File: config.mk
export PLATFORM = sky130hd
export DESIGN_NAME = vreg_group_scoreboard
export DESIGN_NICKNAME = d
export VERILOG_FILES = /design/src/rtl/vreg_group_scoreboard.sv
export SDC_FILE = /design/constraint.sdc
export NUM_CORES = 2
export LEC_CHECK = 0
export CAP_MARGIN = 20
export CORE_MARGIN = 2
export CORE_UTILIZATION = 33
export CTS_CLUSTER_DIAMETER = 150
export CTS_CLUSTER_SIZE = 24
export DETAILED_ROUTE_END_ITERATION = 8
export MAX_ROUTING_LAYER = met4
export PLACE_DENSITY_LB_ADDON = 0.2
export SLEW_MARGIN = 20
export SYNTH_ARGS = -nofsm -noshare
export SYNTH_HDL_FRONTEND = slang
export SYNTH_SLANG_ARGS = --single-unit
File: constraint.sdc
create_clock -name clk_i -period 9 [get_ports clk_i]
set_input_delay 2.7 -clock clk_i [delete_from_list [all_inputs] [get_ports clk_i]]
set_output_delay 2.7 -clock clk_i [all_outputs]
set_load 0.02 [all_outputs]
File: src/rtl/vreg_group_scoreboard.sv
// Vector-register hazard scoreboard for LMUL register groups.
//
// Tracks, per architectural vector register, an outstanding-writer bit with
// the writer's instruction ID and a saturating count of outstanding readers.
// A combinational stall is raised for WAW, WAR, RAW and reader-count capacity
// hazards of the instruction currently presented on the iss_* port.
//
// Ports
//   clk_i, rst_ni           clock, asynchronous active-low reset
//   iss_use_i               operand use flags {vs2, vs1, vd}
//   iss_vd_i/vs1_i/vs2_i    group base registers of the presented instruction
//   iss_emul_i              log2 group size, shared by all operands
//   iss_id_i                instruction ID recorded as the writer of vd
//   iss_fire_i              instruction issued this cycle, commit its update
//   rd_done_i, rd_vs_i,
//   rd_emul_i               per operand queue: release one read of a group
//   wr_done_i, wr_vd_i,
//   wr_emul_i, wr_id_i      per VFU: writeback of a group completed
//   flush_i                 synchronous clear of all tracking state
//   stall_o                 issue must not fire
//   stall_cause_o           {cnt_full, raw_vs2, raw_vs1, war, waw}
//   busy_o                  any register has a writer or readers outstanding
//   err_o                   sticky protocol error, cleared only by reset
module vreg_group_scoreboard #(
  parameter int NrVReg     = 32,
  parameter int NrVFU      = 4,
  parameter int NrOpQueue  = 4,
  parameter int ReaderCntW = 2,
  parameter int IdW        = 3,
  parameter int MaxEmulLog = 3,
  localparam int VregW     = $clog2(NrVReg),
  localparam int EmulW     = (MaxEmulLog > 0) ? $clog2(MaxEmulLog + 1) : 1
) (
  input  logic                                 clk_i,
  input  logic                                 rst_ni,
  input  logic [2:0]                           iss_use_i,
  input  logic [VregW-1:0]                     iss_vd_i,
  input  logic [VregW-1:0]                     iss_vs1_i,
  input  logic [VregW-1:0]                     iss_vs2_i,
  input  logic [EmulW-1:0]                     iss_emul_i,
  input  logic [IdW-1:0]                       iss_id_i,
  input  logic                                 iss_fire_i,
  input  logic [NrOpQueue-1:0]                 rd_done_i,
  input  logic [NrOpQueue-1:0][VregW-1:0]      rd_vs_i,
  input  logic [NrOpQueue-1:0][EmulW-1:0]      rd_emul_i,
  input  logic [NrVFU-1:0]                     wr_done_i,
  input  logic [NrVFU-1:0][VregW-1:0]          wr_vd_i,
  input  logic [NrVFU-1:0][EmulW-1:0]          wr_emul_i,
  input  logic [NrVFU-1:0][IdW-1:0]            wr_id_i,
  input  logic                                 flush_i,
  output logic                                 stall_o,
  output logic [4:0]                           stall_cause_o,
  output logic                                 busy_o,
  output logic                                 err_o
);

  localparam int CntMax = (1 << ReaderCntW) - 1;

  // Registers base .. base+2^emul-1; anything past the last register is
  // dropped rather than wrapped, and oversized emul is clamped.
  function automatic logic [NrVReg-1:0] grp_mask(input logic [VregW-1:0] base,
                                                 input logic [EmulW-1:0] emul);
    logic [NrVReg-1:0] m;
    int e;
    int sz;
    e  = (int'(emul) > MaxEmulLog) ? MaxEmulLog : int'(emul);
    sz = 1 << e;
    m  = '0;
    for (int r = 0; r < NrVReg; r++) begin
      if (r >= int'(base) && r < int'(base) + sz) m[r] = 1'b1;
    end
    return m;
  endfunction

  logic [NrVReg-1:0]                 writing_q, writing_d;
  logic [NrVReg-1:0][IdW-1:0]        writer_id_q, writer_id_d;
  logic [NrVReg-1:0][ReaderCntW-1:0] readers_q, readers_d;
  logic                              err_q, err_d;

  logic [NrVReg-1:0]                 vd_m, vs1_m, vs2_m;
  logic [NrVReg-1:0]                 rd_nz, full_vec;
  logic [NrOpQueue-1:0][NrVReg-1:0]  rel_m;
  logic [NrVFU-1:0][NrVReg-1:0]      cpl_m;
  logic [4:0]                        cause;

  // Hazard evaluation looks only at registered state, so same-cycle releases
  // never unblock issue and no path exists from iss_fire_i back to stall_o.
  always_comb begin
    vd_m     = iss_use_i[0] ? grp_mask(iss_vd_i,  iss_emul_i) : '0;
    vs1_m    = iss_use_i[1] ? grp_mask(iss_vs1_i, iss_emul_i) : '0;
    vs2_m    = iss_use_i[2] ? grp_mask(iss_vs2_i, iss_emul_i) : '0;
    rd_nz    = '0;
    full_vec = '0;
    for (int r = 0; r < NrVReg; r++) begin
      rd_nz[r]    = |readers_q[r];
      full_vec[r] = (int'(readers_q[r]) + int'(vs1_m[r]) + int'(vs2_m[r])) > CntMax;
    end
    cause[0] = |(vd_m & writing_q);
    cause[1] = |(vd_m & rd_nz);
    cause[2] = |(vs1_m & writing_q);
    cause[3] = |(vs2_m & writing_q);
    cause[4] = |full_vec;
  end

  always_comb begin
    int cnt;
    int dec;
    cnt         = 0;
    dec         = 0;
    writing_d   = writing_q;
    writer_id_d = writer_id_q;
    readers_d   = readers_q;
    err_d       = err_q;

    for (int q = 0; q < NrOpQueue; q++) begin
      rel_m[q] = rd_done_i[q] ? grp_mask(rd_vs_i[q], rd_emul_i[q]) : '0;
    end
    for (int c = 0; c < NrVFU; c++) begin
      cpl_m[c] = wr_done_i[c] ? grp_mask(wr_vd_i[c], wr_emul_i[c]) : '0;
    end

    // Releases are applied before issue increments; both clamp.
    for (int r = 0; r < NrVReg; r++) begin
      dec = 0;
      for (int q = 0; q < NrOpQueue; q++) begin
        if (rel_m[q][r]) dec = dec + 1;
      end
      cnt = int'(readers_q[r]) - dec;
      if (cnt < 0) begin
        cnt   = 0;
        err_d = 1'b1;
      end
      if (iss_fire_i) cnt = cnt + int'(vs1_m[r]) + int'(vs2_m[r]);
      if (cnt > CntMax) cnt = CntMax;
      readers_d[r] = ReaderCntW'(cnt);
    end

    for (int c = 0; c < NrVFU; c++) begin
      for (int r = 0; r < NrVReg; r++) begin
        if (cpl_m[c][r]) begin
          if (writing_q[r] && (writer_id_q[r] == wr_id_i[c])) writing_d[r] = 1'b0;
          else err_d = 1'b1;
        end
      end
    end

    // Issue lands after completion so a same-cycle reissue keeps the register
    // marked as written, now owned by the new ID.
    if (iss_fire_i) begin
      if (stall_o) err_d = 1'b1;
      for (int r = 0; r < NrVReg; r++) begin
        if (vd_m[r]) begin
          writing_d[r]   = 1'b1;
          writer_id_d[r] = iss_id_i;
        end
      end
    end

    // err_q deliberately survives a flush.
    if (flush_i) begin
      writing_d   = '0;
      writer_id_d = '0;
      readers_d   = '0;
    end
  end

  always_ff @(posedge clk_i or negedge rst_ni) begin
    if (!rst_ni) begin
      writing_q   <= '0;
      writer_id_q <= '0;
      readers_q   <= '0;
      err_q       <= 1'b0;
    end else begin
      writing_q   <= writing_d;
      writer_id_q <= writer_id_d;
      readers_q   <= readers_d;
      err_q       <= err_d;
    end
  end

  assign stall_cause_o = cause;
  assign stall_o       = |cause;
  assign busy_o        = (|writing_q) | (|rd_nz);
  assign err_o         = err_q;

endmodule

Word-level counts from Yosys, hierarchy flattened
Cells that the tools add are included.

Register bits after elaboration: 193. Latch bits: 0. Memory bits (writable): 0. Memory bits (read-only): 0. Bits of input ports: 103. Output and inout bits: 8. Word-level logic and storage cells: 3040. Memories kept: 0.

Add/subtract/negate cells: 267. $mul: 0. Divide/modulo/power cells: 0. $lt $le $gt $ge: 789. Equality and inequality tests: 128. Shifts and indexed selects: 9. Muxes and demuxes: 1202. Bitwise logic cells: 5. Reductions and logical operators: 574.

Operators with widths (count): $lt 6x32->1 const A (176); $mux 32 (173); $add 32x2->32 const B (96); $lt 5x32->1 const A (88); $add 32x2->32 (64); $lt 4x32->1 const A (44); $gt 32x3->1 const B (32); $lt 32x1->1 const B (32); $sub 3x32->32 (32); $mux 1 (962); $ge 5x5->1 const A (165); $lt 3x32->1 const A (22); $logic_and 1x1->1 (469); $ge 4x5->1 const A (88); $eq 3x3->1 (128); $add 6x32->32 (11); $lt 1x32->1 const A (11); $lt 2x32->1 const A (11); $shl 1x2->32 const A (9); $ge 3x5->1 const A (44); $mux 96 (2); $reduce_or 32->1 (6); $reduce_or 160->1 (1); $add 3x1->4 (32); 13 further kinds (276).

Depth between registers and ports, before layout
Depth in word-level cells: 305. Mapped depth: 31.

Worst setup path after synthesis
No wires, ideal clock.

Path kind: input port to output port. From: input port iss_emul_i[0]. To: output port stall_o. Arrival time: 6818 ps. Path slack: -518 ps. Stages on the path: 19. Path buffers: 1. Cell sequence: nor2b_1 -> ha_1 -> a21o_1 -> a21oi_1 -> xnor2_1 -> clkbuf_1 -> a31oi_1 -> and3_1 -> ha_1 -> a22o_1 -> a221oi_1 -> nand4_1 -> a211o_1 -> a2111oi_2 -> nand3_1 -> nor4_2 -> nand4_1 -> nor4_1 -> inv_1.

Cells in the longest elaborated chain, start to end: 10. Elaborated cells between the ends (all ways): 393. Those cells by class: add/sub (67); order compare (128); shift (1); mux (99); bitwise (4); reduce/logical (94).

RTL lines: start, declared (line 40) `input logic [EmulW-1:0] iss_emul_i,`; $shl 1x2->32 (*) (line 67) `sz = 1 << e;`; $add 6x32->32 (line 70) `if (r >= int'(base) && r < int'(base) + sz) m[r] = 1'b1;`; $lt 1x32->1 (tied with other cells) (line 70); $logic_and 1x1->1 (line 70); $mux 1 (line 70); $mux 32 (line 90) `vs1_m = iss_use_i[1] ? grp_mask(iss_vs1_i, iss_emul_i) : '0;`; $add 2x1->3 (line 96) `full_vec[r] = (int'(readers_q[r]) + int'(vs1_m[r]) + int'(vs2_m[r])) > CntMax;`; $add 3x1->4 (line 96); $gt 4x2->1 (line 96); $reduce_or 160->1 (*) (line 182) `assign stall_o = |cause;`; end, declared (line 51) `output logic stall_o,`.

Every way passes the cells marked *; elsewhere a longest branch is shown, timed or not.

Final worst setup path
Same ends and word-level chain as after synthesis.

==> impl_summary.txt <==
----------------------------------------------------
[Floorplan]
  Placeable core region ... 0.104 mm²
  Num ports ... 111
  Die X ... 328 µm
  Initial core utilization ... 33.3%
  Number of core rows ... 118
  Die height ... 328 µm
  Area of the die ... 0.107 mm²

[CTS]
  Clock network latency to the later pin of the worst-skew pair ... 530 ps
  Clk sinks ... 193
  Clock root buffer ... sky130_fd_sc_hd__clkbuf_16
  CTS H-tree depth ... 4
  Clock transition time at the flip-flop clock pins of the worst setup and hold paths ... 90 ps
  Clk buf depth ... 2
  Count of hold buffers inserted by post-cts repair ... 0
  TritonCTS clock tree ... built
  Clock buffer count from CTS ... 17

[Detailed routing]
  Overall via count from detail_route ... 39.1k
  Remaining design rule violation count ... 0
  Residual antenna-violating net count after detailed routing ... 0
  First-pass iteration count of the detailed router ... 6
  Wire length per cell after detailed routing ... 28.2 µm
  Total Routed Length ... 189000 µm
  First-iteration detailed-routing DRC count ... 4220
  Vias per cell ... 5.81

[Pwr]
  Switching Share ... 49.8%
  Internal power component ... 3280 µW
  IR Drop Worst-Case VDD ... 0.177 mV
  P per Cell Area ... 147 mW/mm²
  Comb pwr share ... 64.6%
  Proportion of power drawn by flip-flops and latches ... 22.3%
  Leak Pwr ... 0.0199 µW
  Switch Pwr ... 3250 µW
  Share of total power in the clock network ... 13.1%

[Place]
  Placed cell count ... 6658
  Routability cong. ... 1.07
  Port buffer count ... 110
  Placed wire-length estimate after detailed placement ... 159000 µm
  Dpl ws ... -1870 ps

[Final layout]
  Share of cells above drive strength 1 ... 22.3%
  Synth-to-layout area growth ... 28.5%
  Finished Core Util ... 42.8%
  Final-stage net count ... 5801
  Final Non-Filler Cells ... 6719

[Yosys]
  Total of flip-flops plus latches after synthesis ... 193
  Gate count of the mapped netlist ... 4642
  Prevailing post-synth register cell ... sky130_fd_sc_hd__dfrtp_1
  Sequential element share of the synthesized area ... 14.0%
  Async set or reset register ratio after synthesis ... 100%
  Post-Syn Area per Cell ... 7.46 µm²
  Number of synthesized flops with an enable pin ... 0
  Number of library cell types mapped by synthesis ... 104
  Number of synthesis warnings ... 0
  Netlist area before placement ... 0.0346 mm²

[Worst setup path]
  Worst Path Arrival ... 6930 ps
  Cell at the slowest stage of the critical path ... sky130_fd_sc_hd__or3_4
  Kind of start point of the critical path ... input port
  Crit path max fanout ... 4
  Delay of the slowest cell on the worst path ... 370 ps
  Type of destination of the critical path ... output pin
  Data required time at the worst endpoint ... 6300 ps
  Critical path start-end classification ... input port to output pin
  Most used cell, CP ... sky130_fd_sc_hd__buf_4
  Setup crit start ... iss_emul_i[0]
  Worst Path Buf+Inv ... 7
  Cells along the critical path ... buf_8, buf_4, nor2b_4, ha_4, buf_6, buf_4, xor2_4, or3_4, o211a_1, ha_1, a22o_1, a221oi_4, nand4_1, a211o_1, a2111oi_4, nand3_2, nor4_4, nand4_1, nor4_2, buf_4, inv_2, buf_6
  Start of the worst register-to-register path ... writing_q[11]
  Crit-path leading delay family ... compound AO/OA/AOI/OAI gates

[Timing]
  Final number of hold-violating endpoints ... 0
  Worst slack on hold paths ... 668 ps
  Count of endpoints failing setup in the final report ... 2
  Clock Skew ... 32.3 ps
  Slew margin rel. ... 16.4%
  Clock period minus final worst setup slack ... 9630 ps
  Worst path setup slack after routing ... -629 ps
  Fmax ... 0.104 GHz
  Max-slew violation count ... 0
  Actual slew at the worst max-slew pin ... 1240 ps
  Setup repair after global routing missed its margin ... true
  Final critical-path share of the clock period ... 107%

[Min path]
  Hold_sp ... writer_id_q[22]
  Hold Crit Class ... flop to flop

[Job]
  Total of max-cap violations ... 0

[GRT]
  First-pass GRT wire length ... 269000 µm
  Via count of the first global-routing pass ... 36.4k
  Total global routing overflow ... 0
  Number of antenna violations at the first check in global routing ... 5
  Largest net degree at the start of global routing ... 151
  Overall Global Routing Usage ... 35.5%

[Status]
  Violations in the final reports ... negative setup slack
  Result of the run ... finished with violations

----------------------------------------------------
## layout make-up
class	instances	area, µm²
Sequential cell	193	4830
Clock buffer	17	425
Antenna cell	3	7.51
Multi-Input combinational cell	3846	28400
Inverter	269	1010
Timing Repair Buffer	996	7870
Tap cell	1380	1730
Clock inverter	15	178
Fill cell	10700	59300
## cells by family (layout without fill, tap and decap cells)
family | after synthesis | after routing | synth area share [%]
multiplexers | 169 | 169 | 4.94
AO/OA/AOI/OAI | 1113 | 1113 | 22.2
buffers and inverters | 634 | 1297 | 7.08
AND/OR/NAND/NOR | 1638 | 1638 | 23.5
adder cells (fa/ha/maj) | 375 | 375 | 15.2
XOR/XNOR | 519 | 519 | 13.2
flip-flops | 193 | 193 | 14.0
other | 1 | 35 | 0.0108
## worst paths after layout
path / cells after the start / slack (ps) / endpoint
min in group asynchronous: 1 / 2120 / writer_id_q[39]
hold / removal: 2 / 670 / writer_id_q[22]
hold reg to reg: 2 / 670 / writer_id_q[22]
max in group asynchronous: 2 / 5570 / readers_q[52]
setup reg to reg: 8 / 4910 / err_o
setup / recovery: 22 / -630 / stall_o
## through the flow
stage | setup TNS (ps) | instance area (µm²) | total power, µW
after floorplan | 0 | 34800 | 3380
after global placement | -5910 | 42700 | 5400
after detailed placement | -5900 | 42700 | 5420
after CTS | -1070 | 43900 | 6360
after global routing | -1140 | 44500 | 6950
final | -881 | 44500 | 6530
## per-layer routing
layer / track usage, % / up-vias / part of all wire [%] / routed length, µm
met1: 49.2 / 19100 / 45 / 86100
met2: 51.0 / 1809 / 42 / 79100
met5: - / - / 0 / 0
met4: 11.9 / 0 / 3.8 / 7180
li1: - / 17900 / - / -
met3: 7.20 / 289 / 9.0 / 17000
## power by group through the flow
stage | combinational (µW) | sequential, µW | clock, µW
6_report | 4220 | 1460 | 853
4_1_cts | 4080 | 1420 | 860
3_3_place_gp | 3960 | 1440 | 0
2_1_floorplan | 2240 | 1140 | 0
5_1_grt | 4620 | 1440 | 890
3_5_place_dp | 3990 | 1430 | 0
## state kept, by name, summed over array words and instances (netlist names)
name,count
writing_q,32
readers_q,64
err_o,1
writer_id_q,96
## cell usage after synthesis (13+ instances only)
cell type                   instances  share of area, %
sky130_fd_sc_hd__a311oi_1          15              0.38
sky130_fd_sc_hd__clkbuf_1         262               2.8
sky130_fd_sc_hd__a211o_1           30              0.76
sky130_fd_sc_hd__a31oi_1           45              0.81
sky130_fd_sc_hd__o22ai_1           31              0.56
sky130_fd_sc_hd__xor2_1           231               5.8
sky130_fd_sc_hd__a21o_1            55               1.2
sky130_fd_sc_hd__mux2i_1          154               4.5
sky130_fd_sc_hd__o21ai_0          177               2.6
sky130_fd_sc_hd__buf_2             42              0.61
sky130_fd_sc_hd__a21oi_1          288               4.2
sky130_fd_sc_hd__nor3_1           109               1.6
sky130_fd_sc_hd__or3_1             30              0.54
sky130_fd_sc_hd__o211ai_1          53               1.1
sky130_fd_sc_hd__a211oi_1          48               1.0
sky130_fd_sc_hd__nor4_1            58               1.0
sky130_fd_sc_hd__nor2b_1           70               1.3
sky130_fd_sc_hd__nand2_1          382               4.1
sky130_fd_sc_hd__nand4_1          131               2.4
sky130_fd_sc_hd__xnor2_1          286               7.2
sky130_fd_sc_hd__mux2_2            15              0.49
sky130_fd_sc_hd__o2111ai_1         29              0.73
sky130_fd_sc_hd__o21a_1            32              0.69
sky130_fd_sc_hd__nand2b_1          88               1.6
sky130_fd_sc_hd__ha_1             300                11
sky130_fd_sc_hd__a22oi_1           32              0.69
sky130_fd_sc_hd__and3_1            35              0.63
sky130_fd_sc_hd__nor2_1           399               4.3
sky130_fd_sc_hd__buf_1             57              0.62
sky130_fd_sc_hd__o211a_1           13              0.38
sky130_fd_sc_hd__fa_1              75               4.3
sky130_fd_sc_hd__inv_1            266               2.9
sky130_fd_sc_hd__a22o_1            14              0.35
sky130_fd_sc_hd__or2_2             46              0.83
sky130_fd_sc_hd__a221oi_1          45               1.1
sky130_fd_sc_hd__o221ai_1          13              0.33
sky130_fd_sc_hd__a221o_1           35               1.0
sky130_fd_sc_hd__nand3_1          144               2.1
sky130_fd_sc_hd__dfrtp_1          193                14
sky130_fd_sc_hd__and2_1            78               1.4
## cells in the final DEF (no fill, tap or decap), types with 37 or more instances in the layout
master                            synthesis  final
sky130_fd_sc_hd__o21ai_0                177    165
sky130_fd_sc_hd__nand4_1                131    131
sky130_fd_sc_hd__nand2b_1                88     88
sky130_fd_sc_hd__a31oi_1                 45     40
sky130_fd_sc_hd__ha_1                   300    279
sky130_fd_sc_hd__a211oi_1                48     45
sky130_fd_sc_hd__nand3_1                144    143
sky130_fd_sc_hd__mux2i_1                154    148
sky130_fd_sc_hd__a21oi_1                288    275
sky130_fd_sc_hd__xor2_1                 231    227
sky130_fd_sc_hd__dfrtp_1                193    193
sky130_fd_sc_hd__or2_2                   46     43
sky130_fd_sc_hd__buf_4                    2    871
sky130_fd_sc_hd__fa_1                    75     72
sky130_fd_sc_hd__and2_1                  78     77
sky130_fd_sc_hd__nor2_1                 399    392
sky130_fd_sc_hd__a21o_1                  55     49
sky130_fd_sc_hd__a221oi_1                45     37
sky130_fd_sc_hd__clkdlybuf4s50_1          0     80
sky130_fd_sc_hd__xnor2_1                286    275
sky130_fd_sc_hd__o211ai_1                53     53
sky130_fd_sc_hd__nand2_1                382    375
sky130_fd_sc_hd__nor4_1                  58     50
sky130_fd_sc_hd__nor2b_1                 70     65
sky130_fd_sc_hd__nor3_1                 109    105
sky130_fd_sc_hd__inv_1                  266    264
## worst register-to-register path: stages (launching register included)
cell,delay [ps]
sky130_fd_sc_hd__dfrtp_1,760
sky130_fd_sc_hd__inv_1,360
sky130_fd_sc_hd__nor4_1,940
sky130_fd_sc_hd__a2111oi_0,180
sky130_fd_sc_hd__a31oi_1,310
sky130_fd_sc_hd__o211ai_1,140
sky130_fd_sc_hd__or4_1,650
sky130_fd_sc_hd__nor4_1,400
sky130_fd_sc_hd__o2111ai_2,190
## what timing repair did
item,in CTS,in global routing
setup endpoints to repair,7,6
gates resized for setup,121,104
buffers inserted,17,10
pin swaps,39,47
(Power assumes the default switching activity.)
